### src/rtl/fetch_pkg.sv
// Shared types and defaults for the instruction fetch front end.
// Holds the sequencer state encoding and the word-width defaults.
package fetch_pkg;

  localparam int DEF_XLEN = 32;
  localparam logic [DEF_XLEN-1:0] DEF_RESET_PC = 32'h0000_0000;
  localparam int DEF_PC_STEP = 4;

  typedef logic [DEF_XLEN-1:0] word_t;

  typedef enum logic [1:0] {
    FETCH,
    WAIT,
    HOLD
  } fetch_state_t;

endpackage

### src/rtl/fetch_pc_reg.sv
// Program counter register for the fetch sequencer.
// A load writes a word-aligned target; a load wins over an increment.
module fetch_pc_reg
  import fetch_pkg::*;
#(
  parameter int XLEN = DEF_XLEN,
  parameter logic [XLEN-1:0] RESET_PC = DEF_RESET_PC,
  parameter int PC_STEP = DEF_PC_STEP
) (
  input  logic            clk,
  input  logic            reset,
  input  logic            load,
  input  logic [XLEN-1:0] target,
  input  logic            inc,
  output logic [XLEN-1:0] pc
);

  // PC update: redirect target (low bits cleared) or sequential step
  always_ff @(posedge clk or posedge reset) begin
    if (reset) begin
      pc <= RESET_PC;
    end else if (load) begin
      pc <= {target[XLEN-1:2], 2'b00};
    end else if (inc) begin
      pc <= pc + XLEN'(PC_STEP);
    end
  end

endmodule

### src/rtl/fetch_sequencer.sv
// Front-end fetch control: PC, one-at-a-time imem requests,
// decode handshake and redirect/squash of in-flight fetches.
module fetch_sequencer
  import fetch_pkg::*;
#(
  parameter int XLEN = DEF_XLEN,
  parameter logic [XLEN-1:0] RESET_PC = DEF_RESET_PC,
  parameter int PC_STEP = DEF_PC_STEP
) (
  input  logic            clk,
  input  logic            reset,
  output logic            imem_req,
  output logic [XLEN-1:0] imem_addr,
  input  logic            imem_rvalid,
  input  logic [XLEN-1:0] imem_rdata,
  input  logic            redirect,
  input  logic [XLEN-1:0] redirect_pc,
  input  logic            stall,
  output logic            instr_valid,
  output logic [XLEN-1:0] instr,
  output logic [XLEN-1:0] instr_pc,
  output logic [XLEN-1:0] pc
);

  fetch_state_t state;
  logic         flush_pending;
  logic         pc_inc;

  // A redirect always retargets the PC, whatever the state
  assign pc_inc = (state == HOLD) && !redirect && !stall;

  fetch_pc_reg #(
    .XLEN    (XLEN),
    .RESET_PC(RESET_PC),
    .PC_STEP (PC_STEP)
  ) u_pc (
    .clk   (clk),
    .reset (reset),
    .load  (redirect),
    .target(redirect_pc),
    .inc   (pc_inc),
    .pc    (pc)
  );

  assign imem_req  = !reset && (state == FETCH) && !redirect;
  assign imem_addr = pc;

  // Fetch FSM with registered decode outputs
  always_ff @(posedge clk or posedge reset) begin
    if (reset) begin
      state         <= FETCH;
      flush_pending <= 1'b0;
      instr_valid   <= 1'b0;
      instr         <= '0;
      instr_pc      <= '0;
    end else begin
      unique case (state)
        FETCH: begin
          if (!redirect) state <= WAIT;
        end
        WAIT: begin
          if (imem_rvalid) begin
            flush_pending <= 1'b0;
            if (redirect || flush_pending) begin
              state <= FETCH;
            end else begin
              instr       <= imem_rdata;
              instr_pc    <= pc;
              instr_valid <= 1'b1;
              state       <= HOLD;
            end
          end else if (redirect) begin
            flush_pending <= 1'b1;
          end
        end
        HOLD: begin
          if (redirect || !stall) begin
            instr_valid <= 1'b0;
            state       <= FETCH;
          end
        end
        default: begin
          state <= FETCH;
        end
      endcase
    end
  end

endmodule

### config.mk
export PLATFORM = sky130hd
export DESIGN_NAME = fetch_sequencer
export DESIGN_NICKNAME = d
export VERILOG_FILES = /design/src/rtl/fetch_pkg.sv /design/src/rtl/fetch_pc_reg.sv /design/src/rtl/fetch_sequencer.sv
export SDC_FILE = /design/constraint.sdc
export NUM_CORES = 1
export LEC_CHECK = 0
export BUFFER_PORTS_ARGS = -buffer_cell sky130_fd_sc_hd__buf_2
export CORE_MARGIN = 1
export CORE_UTILIZATION = 48
export CTS_CLUSTER_DIAMETER = 120
export DETAILED_ROUTE_END_ITERATION = 16
export GPL_ROUTABILITY_DRIVEN = 0
export PLACE_DENSITY_LB_ADDON = 0.12
export SYNTH_ARGS = -nofsm -noshare
export SYNTH_HDL_FRONTEND = slang
export SYNTH_SLANG_ARGS = --single-unit
export TNS_END_PERCENT = 50
### constraint.sdc
create_clock -name clk -period 3.6 [get_ports clk]
set_input_delay 0.18 -clock clk [delete_from_list [all_inputs] [get_ports clk]]
set_output_delay 0.18 -clock clk [all_outputs]
set_load 0.01 [all_outputs]
After elaboration in Yosys (flattened, before gate mapping)
Cells that the tools add are included.
- bitwise operators: 1
- multiplexer cells: 13
- equality and inequality tests: 6
- reduce and logical (&&, ||, !) cells: 17
- add/sub/neg operators: 1
- operators by type and width (operator ; count):
    32-bit 2-to-1 mux ; 2
    32-bit by 3-bit adder with 32-bit output, second input constant ; 1
    2-bit 2-to-1 mux ; 4
    2-bit != test, second input constant ; 3
    2-bit case mux with 3 select lines ; 1
    3-bit AND reduction ; 2
    2-bit nonzero test ; 3
    1-bit 2-to-1 mux ; 5
    1-bit logical AND ; 4
    4-bit AND reduction ; 1
    1-bit logical NOT ; 3
    2-bit by 1-bit == test with 1-bit output, second input constant ; 1
    2-bit == test, second input constant ; 1
    2-bit logical NOT ; 1
    1-bit logical OR ; 2
    2-bit by 1-bit != test with 1-bit output, second input constant ; 1
    1-bit case mux with 2 select lines ; 1
    2-bit AND reduction ; 1
    1-bit NOT ; 1
- logic and storage cells: 44
- register bits after elaboration: 100
- output and inout bits: 130
- bits of input ports: 69

Longest topological paths before layout
- depth after elaboration: 5
- gate-level depth with buffers: 6
- gate-level depth less buffers: 5

Modules after synthesis
From an unflattened synthesis, not the netlist that was laid out.
- cells, all modules: 385
- area, all modules: 4807.1 sq um
- modules (own cells, without submodules) (module ; area each (sq um) ; cells each ; seq. area each (sq um) ; instances):
    fetch_sequencer ; 3019.1 ; 188 ; 1701.6 ; 1
    fetch_pc_reg ; 1788.0 ; 197 ; 750.7 ; 1

Worst setup path after synthesis
OpenSTA, ideal clock, no wires.
- kind: flip-flop to flip-flop
- from: register state[0]
- to: register u_pc.pc[26]
- required time: 3.518 ns
- buffers on the path: 1
- setup slack: 1.420 ns
- clock period less this slack: 2.180 ns
- arrival: 2.098 ns
- setup time: 0.082 ns
- stages on the path, launching flop included: 6
- cell sequence: dfrtp_1 or3b_4 or4_1 buf_2 or4_1 a31oi_1
- word-level cells in the longest chain between the ends: 4
- ends and longest elaborated chain (item ; line ; RTL):
    start, declared ; fetch_sequencer.sv:25 ; fetch_state_t state;
    start signal, assigned ; fetch_sequencer.sv:51 ; state <= FETCH;
    start signal, assigned ; fetch_sequencer.sv:59 ; if (!redirect) state <= WAIT;
    start signal, assigned ; fetch_sequencer.sv:65 ; state <= FETCH;
    2-bit == test ; fetch_sequencer.sv:30 ; assign pc_inc = (state == HOLD) && !redirect && !stall;
    1-bit logical AND (2 in a row) ; fetch_sequencer.sv:30 ;
    2-bit nonzero test (no line) ; n/a ;
    end signal, assigned ; fetch_pc_reg.sv:23 ; pc <= {target[XLEN-1:2], 2'b00};
    end signal, assigned ; fetch_pc_reg.sv:25 ; pc <= pc + XLEN'(PC_STEP);
    end, declared ; fetch_pc_reg.sv:15 ; output logic [XLEN-1:0] pc
No other way between the ends.
A chain may end at the register's enable or synchronous reset.

Final worst setup path
- from: register state[1]
- to: register u_pc.pc[30]
The elaborated chain is that of the path after synthesis.

==> metrics.md <==
| Metric | Value |
|---|---|
| Status | finished with violations |
| Violated checks | hold timing |
| Most area-consuming cells after synthesis | dfrtp_1 (53%), mux2_2 (15%), buf_4 (6.0%) |
| Nature of the critical path endpoint | register |
| Max-cap violations | 0 |
| HP Class | in -> async |
| Post-Synthesis Cell Area | approximately 0.0045 mm² |
| Nets@finish | approximately 600 |
| Clock Sink Count | 96 |
| Number of I/O port buffers | between 150 and 200 |
| Area Growth Syn to Fin | 22.14% |
| Most frequent standard cell in the layout excluding fill and tap cells | buf_2 |
| Leftover overflow at the end of global routing | 0 |
| Peak fanout along the critical path | 8 |
| CTS Hold Bufs | 0 |
| Power Dens Cells | 663.7 mW/mm² |
| H-tree levels | 3 |
| Data required time of the critical path | 3.88 ns |
| Total I/O pin count | 199 |
| Slew at the pin with the worst max-slew slack | 0.8826 ns |
| Count of pins over their slew limit | 0 |
| Global Route Usage Sum | 21.62% |
| Hold WS | -0.001390 ns |
| Clock tree buffer depth | 2 |
| Yosys cell types | 35 |
| Core area | 0.009196 mm² |
| Area of the die | between 0.009 and 0.01 mm² |
| Layout Cells excl Fill | 664 |
| Total placed cells including tap cells | 648 |
| Global-route wire length before repair | 16.84 mm |
| Crit Path Category | reg -> reg |
| Clock Latency Late Sink | 0.36 ns |
| Post-placement worst setup slack | 1.231 ns |
| Share of post-route cells with drive strength above 1 | 49.55% |
| Clock root buffer master | clkbuf_8 |
| Most frequent cells in the layout | buf_2 (190), dfrtp_1 (96), mux2_2 (62), nand2_1 (28), or4_1 (19) |
| Drc violations | 0 |
| Post-route fraction of the period consumed by the critical path | 65.59% |
| Worst setup slack after layout | between 1 and 1.5 ns |
| Post-DP Area | 0.005329 mm² |
| Number of global-route vias before repair | 3,406 |
| Starting density of the core | between 40% and 50% |
| Post-detail-place hpwl | 7.205 mm |
| Largest net degree at the start of global routing | 68 |
| Worst endpoint data arrival time | around 2.6 ns |
| N_diodes | 0 |
| Area share of the largest cell type after synthesis | 52.99% |
| ANT nets after route | 0 |
| Ratio of routed vias to standard cells | 5.446 |
| Count of flip-flops with a built-in enable after synthesis | 0 |
| Violation count after the first detailed-route iteration | 72 |
| Average wire per standard cell | 15.49 µm |
| TritonCTS clock tree | yes |
| Total power consumption of the routed design | 3.675 mW |
| Post-CTS setup buffer count | 0 |
| Cell taking the most area after synthesis | dfrtp_1 |
| Die W | 99.18 µm |
| Fin. Hold Viols | 2 |
| Die height | 99.18 µm |
| Synth Area per Inst | 11.48 µm² |
| # resized after CTS | 0 |
| Static leakage power | 2.605 nW |
| Kind of start point of the critical path | register |
| Sequential area share after synthesis | 52.99% |
| Num CTS Buffers | 9 |
| Detailed Route WL | around 10 mm |
| Yosys reg bits | 96 |
| Total vias in the final route | 3,616 |
| Synthesized instance count | 395 |
| Fin util | 60.20% |
| First-pass detailed-route iteration total | 4 |
| Proportion of synthesized flip-flops having asynchronous set or reset | 100.0% |
| Number of rows created at floorplan | 35 |
| Setup skew after layout | between 0.01 and 0.015 ns |
| Dominant register cell in the synthesized netlist | dfrtp_1 |
| Shortest clock period the worst path allows after layout | about 2.4 ns |
| Clock transition at the registers of the reported paths | 0.10 ns |
| Setup violation total in the final timing report | 0 |
| Antenna violations before repair | 0 |
| IR drop worst, VDD | 436.7 µV |
| Fill count | 817 |
| Number of synthesis warnings | 0 |
| Unrepaired setup endpoints after global routing | false |
| Setup TNS | 0 ns |
| F_max | 423.5 MHz |
| Area of all placed cells without fillers | 0.005537 mm² |
| Worst slew margin | 41.16% |
## cells in the mapped netlist (2+ instances only)
cell type	number
buf_4	36
nor2_1	17
xnor2_1	5
or3_1	2
clkbuf_1	18
o31ai_1	14
mux2_2	62
dfrtp_1	96
o21ai_0	13
nor4_1	4
and3_1	3
or4_1	19
inv_1	6
and4_1	7
nand2_1	28
a21oi_1	2
xor2_1	5
nand4_1	9
nand3_1	17
a31oi_1	14
o211ai_1	4
## final timing paths
| check | slack [ns] | end | depth (start not counted) | start |
|---|---|---|---|---|
| max | 1.24 | u_pc.pc[30] | 4 | state[1] |
| min reg2reg | 0.50 | instr_pc[22] | 1 | instr_pc[22] |
| min in group clk | 0.03 | u_pc.pc[16] | 3 | redirect_pc[16] |
| min | -0.001 | instr_pc[28] | 2 | reset |
| max reg2reg | 1.24 | u_pc.pc[30] | 4 | state[1] |
| max in group asynchronous | 2.72 | instr[23] | 3 | reset |
## final cells by class
cell class / count / area (µm²) / share of cell area [%]
clock inverters: 4 / 52.55 / 0.9492
well taps: 111 / 138.9 / 2.508
clock buffers: 12 / 155.1 / 2.802
repair buffers: 192 / 965.9 / 17.45
flip-flops and latches: 96 / 2402 / 43.39
inverters: 7 / 28.78 / 0.5198
multi-input cells: 242 / 1793 / 32.38
## cells by family (layout without fill, tap and decap cells)
logic type	after synthesis	count (layout)	share of synthesized area [%]
AO/OA/AOI/OAI	50	50	7.094
XOR/XNOR	10	10	1.932
adder cells (fa/ha/maj)	1	1	0.2760
buffers and inverters	62	215	8.142
flip-flops	96	96	52.99
multiplexers	63	63	15.62
other	1	6	0.08272
AND/OR/NAND/NOR	112	112	13.86
## per-layer routing
metal  up-vias  share of wire [%]  routed length, µm  GRT usage [%]
met5         -                  0                  0              0
met4         0               0.70                 72          5.204
met3         7                6.4                660          5.903
met2       131                 48               4925          35.34
met1      1775                 45               4624          28.84
li1       1703                  -                  -              -
## critical path, stage by stage (launching register included)
cell     delay, ns
dfrtp_1       0.47
or3b_4        0.44
or4_1         0.69
or4_1         0.51
a31oi_1       0.16
## sequential cells by signal, summed over array words and instances (netlist names)
signal	count
instr	32
instr_pc	30
u_pc.pc	30
state	2
flush_pending	1
instr_valid	1
## report_power, final
part	switching [mW]	leakage, nW	internal, mW
clock	0.378	0.0948	0.360
combinational	0.586	1.37	0.645
sequential	0.234	1.14	1.47
total	1.20	2.61	2.48
Power figures use the tool's default switching activity.
